$ cat src/rtl/tdm_demux4.sv
// tdm_demux4: receive side of a time-division-multiplexed channel path.
// Reassembles CH channel words of W bits each from one serial stream in which
// the channel slots follow each other, MSB first. frame_sync marks the first
// bit of every frame. Whole frames are published on ch_data together with a
// one-cycle frame_valid pulse. Misplaced or missing syncs raise a one-cycle
// sync_err pulse.
module tdm_demux4 #(
  parameter  int CH  = 4,                        // channels (slots) per frame, >= 2
  parameter  int W   = 8,                        // bits per slot, >= 2
  localparam int SW  = (CH > 1) ? $clog2(CH) : 1, // slot index width
  localparam int BW  = (W > 1) ? $clog2(W) : 1    // bit counter width
) (
  input  logic            clk,
  input  logic            rst,
  input  logic            en,
  input  logic            din,
  input  logic            frame_sync,
  output logic [CH*W-1:0] ch_data,
  output logic            frame_valid,
  output logic            sync_err,
  output logic [SW-1:0]   slot
);

  // The shift register only has to hold the bits that arrived before the
  // current one; the last bit of a word is taken straight from din.
  localparam int SRW = W - 1;

  localparam logic [BW-1:0] BIT_ONE   = BW'(1);
  localparam logic [BW-1:0] BIT_LAST  = BW'(W - 1);
  localparam logic [SW-1:0] SLOT_LAST = SW'(CH - 1);

  // HUNT  : waiting for any sync to lock on.
  // RUN   : inside a frame, counting bits and slots.
  // CHECK : a frame just ended, the next strobed bit must carry a sync.
  typedef enum logic [1:0] {
    HUNT  = 2'd0,
    RUN   = 2'd1,
    CHECK = 2'd2
  } state_t;

  state_t          state;
  state_t          next_state;

  logic [BW-1:0]   bit_cnt;
  logic [SRW-1:0]  shreg;
  logic [W-1:0]    staging [CH-1];   // words of slots 0..CH-2 of the frame in flight
  logic [W-1:0]    cur_word;
  logic [CH*W-1:0] frame_word;

  // Control strobes produced by the FSM for the datapath.
  logic            start_frame;      // this bit is bit 0 of a new frame
  logic            shift_bit;        // this bit continues the current frame
  logic            word_done;        // this bit completes a slot
  logic            frame_done;       // this bit completes the last slot
  logic            err;              // alignment error seen on this bit

  // The word as it will look once the bit on din is appended.
  assign cur_word   = {shreg, din};
  assign word_done  = shift_bit && (bit_cnt == BIT_LAST);
  assign frame_done = word_done && (slot == SLOT_LAST);

  // State register.
  // NOTE: every clocked process uses non-blocking assignments so that all
  // registers update together from values sampled before the edge.
  always_ff @(posedge clk or posedge rst) begin
    if (rst) begin
      state <= HUNT;
    end else begin
      state <= next_state;
    end
  end

  // Next-state decode and datapath control strobes.
  // NOTE: every output of this block gets a default first, so no path can
  // leave a signal unassigned and infer a latch.
  always_comb begin
    next_state  = state;
    start_frame = 1'b0;
    shift_bit   = 1'b0;
    err         = 1'b0;
    unique case (state)
      HUNT: begin
        // Bits without sync carry no alignment and are dropped.
        if (en && frame_sync) begin
          start_frame = 1'b1;
          next_state  = RUN;
        end
      end
      RUN: begin
        if (en) begin
          if (frame_sync) begin
            // Sync in the middle of a frame: resynchronise on this bit.
            err         = 1'b1;
            start_frame = 1'b1;
          end else begin
            shift_bit = 1'b1;
            if ((bit_cnt == BIT_LAST) && (slot == SLOT_LAST)) begin
              next_state = CHECK;
            end
          end
        end
      end
      CHECK: begin
        if (en) begin
          if (frame_sync) begin
            start_frame = 1'b1;
            next_state  = RUN;
          end else begin
            // Expected sync missing: lose lock and drop the bit.
            err        = 1'b1;
            next_state = HUNT;
          end
        end
      end
      default: begin
        next_state = HUNT;
      end
    endcase
  end

  // Full frame image: completed staging words plus the word finishing now.
  always_comb begin
    frame_word = '0;
    for (int k = 0; k < CH - 1; k++) begin
      frame_word[k*W +: W] = staging[k];
    end
    frame_word[(CH-1)*W +: W] = cur_word;
  end

  // Bit/slot counters, shift register, published frame and status pulses.
  always_ff @(posedge clk or posedge rst) begin
    if (rst) begin
      bit_cnt     <= '0;
      slot        <= '0;
      shreg       <= '0;
      ch_data     <= '0;
      frame_valid <= 1'b0;
      sync_err    <= 1'b0;
    end else begin
      // Pulses last exactly one cycle; idle cycles clear them.
      frame_valid <= frame_done;
      sync_err    <= err;
      if (start_frame) begin
        shreg   <= SRW'(din);
        bit_cnt <= BIT_ONE;
        slot    <= '0;
      end else if (shift_bit) begin
        shreg <= SRW'({shreg, din});
        if (word_done) begin
          bit_cnt <= '0;
          if (frame_done) begin
            slot    <= '0;
            ch_data <= frame_word;
          end else begin
            slot <= slot + 1'b1;
          end
        end else begin
          bit_cnt <= bit_cnt + 1'b1;
        end
      end
    end
  end

  // Staging words for slots 0..CH-2; the last slot goes straight to ch_data.
  // NOTE: this storage has no reset; a frame is only published after every
  // staging entry has been rewritten within that same frame, so stale
  // contents can never reach ch_data.
  always_ff @(posedge clk) begin
    if (word_done && !frame_done) begin
      staging[slot] <= cur_word;
    end
  end

endmodule

$ cat config.mk
export PLATFORM = sky130hd
export DESIGN_NAME = tdm_demux4
export DESIGN_NICKNAME = d
export VERILOG_FILES = /design/src/rtl/tdm_demux4.sv
export SDC_FILE = /design/constraint.sdc
export NUM_CORES = 1
export LEC_CHECK = 0
export CAP_MARGIN = 20
export CELL_PAD_IN_SITES_DETAIL_PLACEMENT = 1
export CELL_PAD_IN_SITES_GLOBAL_PLACEMENT = 2
export CORE_ASPECT_RATIO = 0.7
export CORE_MARGIN = 4
export CORE_UTILIZATION = 41
export CTS_BUF_LIST = sky130_fd_sc_hd__clkbuf_8
export DETAILED_ROUTE_END_ITERATION = 12
export HOLD_SLACK_MARGIN = 0.05
export PLACE_DENSITY_LB_ADDON = 0.15
export SYNTH_ARGS = -nofsm -noshare
export SYNTH_HDL_FRONTEND = slang
export SYNTH_SLANG_ARGS = --single-unit
$ cat constraint.sdc
create_clock -name clk -period 3.7 [get_ports clk]
set_input_delay 0.74 -clock clk [delete_from_list [all_inputs] [get_ports clk]]
set_output_delay 0.74 -clock clk [all_outputs]
set_load 0.02 [all_outputs]
After elaboration in Yosys (flattened, before gate mapping)
Memory sizes are Yosys's and may differ from the RTL's. A register that Yosys moved wholly into a read port is not among the register bits. Index checks and enable logic that the tools add are counted.

Bits in registers: 48. Memory bits (writable): 24. Input port bits: 5. Output and inout bits: 36. Word-level logic and storage cells: 59. Memories: 1.

$add $sub $neg: 2. Equality and inequality tests: 9. Muxes and demuxes: 26. Bitwise logic cells: 1. Reductions and logical operators: 13.

Memory list: staging (depth 3, width 8, read ports 3, clocked after memory_dff 3, wr ports 1, RTL line 46) `logic [W-1:0] staging [CH-1];`.

Operators with widths (number): $mux W2 (9); $mux W7 (2); $ne A2 B2 Y1 const B (5); $mux W1 (9); $mux W3 (3); $pmux W2 S3 (1); $logic_and A1 B1 Y1 (5); $reduce_and A5 Y1 (1); $eq A2 B2 Y1 const B (2); $pmux W1 S2 (2); $reduce_and A4 Y1 (1); $reduce_bool A2 Y1 (2); $add A3 B1 Y3 const B (1); $eq A3 B3 Y1 const B (1); $add A2 B1 Y2 const B (1); $eq A2 B1 Y1 const B (1); $logic_not A2 Y1 (1); $reduce_and A2 Y1 (1); $reduce_or A2 Y1 (1); $logic_not A1 Y1 (1); $not A1 Y1 (1).

Logic depth before layout (Yosys ltp)
Depth in word-level cells: 9. Depth in mapped cells: 7. Mapped depth without buffers: 6.

Least setup slack after synthesis
OpenSTA, ideal clock, no wires.

Kind: input-to-reg. From: input frame_sync. To: register ch_data[0], read port of staging. Setup time: 125 ps. Arrival time: 1616 ps. Required time: 3575 ps. Path slack: 1959 ps. Cell stages on the path: 5. Path buffers: 1. Path through: nor2b_2 and2_2 nand3_4 buf_6 mux2_4.

Longest elaborated chain between the ends: 6. Elaborated cells on any way between the ends: 12. Classes of those cells: mux (7); bitwise (1); reduce/logical (4).

RTL lines: from (decl) (RTL line 17) `input logic frame_sync,`; $mux W1 (RTL line 91) `if (frame_sync) begin`; $mux W1 (RTL line 90) `if (en) begin`; $mux W1 (RTL line 81) `unique case (state)`; $logic_and A1 B1 Y1 (RTL line 59) `assign word_done = shift_bit && (bit_cnt == BIT_LAST);`; $logic_and A1 B1 Y1 (RTL line 60) `assign frame_done = word_done && (slot == SLOT_LAST);`; $reduce_and A4 Y1 (no line) (*); to (decl) (RTL line 18) `output logic [CH*W-1:0] ch_data,`.

Every way passes the cells marked *; elsewhere a longest branch is shown, timed or not. A chain may end at the register's enable or synchronous reset.

Worst setup path after layout
From: input frame_sync. To: register ch_data[24].

Same word-level chain as after synthesis.

==> flow_summary.json <==
{
  "synth_fa_ha_area_frac": 0.0477,
  "slew_violations": 0,
  "ctsResizeCount": 0,
  "syn-num-nets": 187,
  "syn_area_um2": 2890,
  "worstPathRequired_ps": 3910,
  "clk_pin_slew_ps": 70,
  "nFillCells": 659,
  "final.setup_skew_ps": 9.03,
  "cp_max_fo": 33,
  "antenna_found_initial": 0,
  "drive_gt1_frac": 0.232,
  "r2r_slack_ps": 1230,
  "fp.dieH_um": 78.2,
  "ant_nets": 0,
  "synth_compound_area_frac": 0.0425,
  "fin_crit_sh": 0.719,
  "placed_area_um2": 3370,
  "die_area_um2": 8470,
  "syn_area_per_cell_um2": 16.9,
  "utilization": 0.526,
  "grt_setup_unrepaired": "false",
  "clock_latency_ps": 330,
  "dieWidth_um": 108,
  "cpPeakStageDelay_ps": 550,
  "tritoncts": "done",
  "num_io_pins": 41,
  "status": "completed",
  "cts_max_level": 3,
  "p_sw_frac": 0.263,
  "syn_to_final_growth_pct": 23.5,
  "worstSetupStartpointType": "input port",
  "gr-total-overflow": 0,
  "wl_per_cell_um": 17.9,
  "final_cell_mix": "dfrtp_1 (48), clkdlybuf4s50_1 (40), mux2_4 (29)",
  "clockBufferDepth": 2,
  "powerDensity_nw_per_um2": 483,
  "ctsRootBufferMaster": "clkbuf_8",
  "yosys-mux-area-fraction": 0.170,
  "p_leak_uw": 0.00166,
  "grt_max_degree": 49,
  "crit_family": "simple AND/OR/NAND/NOR gates",
  "rows": 25,
  "drt_wl_total_um": 5690,
  "cp_cell_sequence": "clkdlybuf4s50_1 -> nor2b_2 -> and2_2 -> nand3_4 -> mux2_4",
  "hold_path_class": "flip-flop to flip-flop",
  "synth_cells": 171,
  "place.detailed.hpwl_um": 3920,
  "min_period_ps": 2660,
  "p_int_uw": 1270,
  "finalSetupViolCount": 0,
  "final_cells": 318,
  "grt.total_usage": 0.149,
  "critical_path_class": "input port to flip-flop",
  "ir_drop_v": 0.000282,
  "tightestPinTransition_ps": 681,
  "initial_core_util": 0.425,
  "numClockSinks": 72,
  "final_common_cell": "dfrtp_1",
  "core_um2": 6790,
  "critical_path.slowest_cell": "clkdlybuf4s50_1",
  "grt_pass1_wl_um": 9520,
  "cts_made_buffers": 9,
  "power_frac_seq": 0.542,
  "gp_congestion": 0.714,
  "combPwrFrac": 0.127,
  "endpoint_kind": "flip-flop",
  "worst-path-buf-inv": 1,
  "seq_area_frac_synth": 0.666,
  "diodes": 0,
  "holdWs_ps": 479,
  "drc": 0,
  "power_switching_uw": 453,
  "fmax_mhz": 376,
  "worst-endpoint-arrival_ps": 2870,
  "dp.cells": 301,
  "multi_input_area_um2": 893,
  "clock_power_share": 0.332,
  "seq_area_um2": 1920,
  "synth-simple-area-share": 0.0494,
  "ys_ff_latch": 72,
  "hold_viol_final": 0,
  "postCtsSetupBuffers": 0,
  "synth-xor-area-share": 0,
  "cap_violations": 0,
  "ys_types": 27,
  "cts_hold_buf": 0,
  "slew_headroom": 0.546,
  "vias": 1526,
  "grt_pass1_vias": 1693,
  "drt_iter0_markers": 44,
  "layout.nets": 235,
  "io_buffers": 40,
  "yosysWarnings": 0,
  "drt-pass1-iter-count": 4,
  "finalSetupTns_ps": 0,
  "synth_top_family_by_area": "multiplexers",
  "stdcell_area_um2": 3570,
  "vias_per_cell": 4.80
}
## state kept, by name (all words and copies together), names as in the netlist
| name | flops |
|---|---|
| slot | 2 |
| sync_err | 1 |
| frame_valid | 1 |
| shreg | 7 |
| ch_data | 32 |
| state | 2 |
| staging | 24 |
| bit_cnt | 3 |
## per-layer routing
metal	wire length (um)	track usage	vias up
li1	-	-	705
met1	2710	0.205	785
met2	2730	0.231	34
met3	245	0.0493	2
met4	12	0.0340	0
met5	0	0	-
## cell families (layout without fill, tap and decap cells)
kind of cell               after synthesis  after routing
adders and majority gates               11             11
AOI/OAI and AO/OA                       17             17
buffers and inverters                   13             66
DFF                                     72             72
and+or+nand+nor                         24             24
muxes                                   34             34
## cell usage after synthesis
cell | count | area [um2]
a222oi_1 | 1 | 10.0
inv_1 | 9 | 33.8
nor2b_2 | 1 | 8.76
buf_2 | 1 | 5.00
o21ai_2 | 1 | 8.76
and2_1 | 3 | 18.8
mux2i_1 | 1 | 10.0
nand4b_1 | 2 | 17.5
o21ai_0 | 3 | 15.0
nand3_1 | 1 | 5.00
buf_6 | 3 | 33.8
a21oi_1 | 4 | 20.0
nor2_1 | 5 | 18.8
nand3b_1 | 1 | 7.51
nand2_1 | 5 | 18.8
nand3_4 | 1 | 17.5
nand2b_1 | 1 | 6.26
ha_1 | 11 | 138
a22o_1 | 7 | 61.3
edfxtp_1 | 24 | 721
dfrtp_1 | 48 | 1200
mux2_2 | 4 | 45.0
mux2_4 | 29 | 435
and2_2 | 1 | 7.51
nor4_1 | 1 | 6.26
o21a_1 | 1 | 7.51
nor3_1 | 2 | 10.0
## area by class of cell
| class | instances | share of cell area |
|---|---|---|
| clock buffer | 9 | 0.0347 |
| clock inverter | 7 | 0.0158 |
| inverter | 9 | 0.00947 |
| multi-input combinational | 86 | 0.250 |
| sequential | 72 | 0.539 |
| tap | 94 | 0.0330 |
| timing repair buffer | 41 | 0.118 |
## worst paths after layout
| path | startpoint | endpoint | cells after the start |
|---|---|---|---|
| min | staging[2][6] | ch_data[22] | 1 |
| min in group asynchronous | rst | ch_data[13] | 2 |
| max | frame_sync | ch_data[24] | 5 |
| max reg2reg | state[1] | ch_data[24] | 6 |
| min reg2reg | staging[2][6] | ch_data[22] | 1 |
| max in group asynchronous | rst | ch_data[27] | 3 |
## per-stage QoR
step,power [uW],setup WS [ps]
final,1720,1040
after detailed placement,1170,695
after global routing,1810,936
after CTS,1740,1060
after global placement,1140,831
after floorplan,1080,1820
## power groups by stage
stage | logic [uW] | registers [uW] | clock network [uW]
CTS | 219 | 934 | 589
floorplan | 154 | 930 | 0
finish | 219 | 934 | 572
global route | 251 | 939 | 625
global placement | 199 | 944 | 0
detailed placement | 218 | 949 | 0
Power figures use the tool's default switching activity.
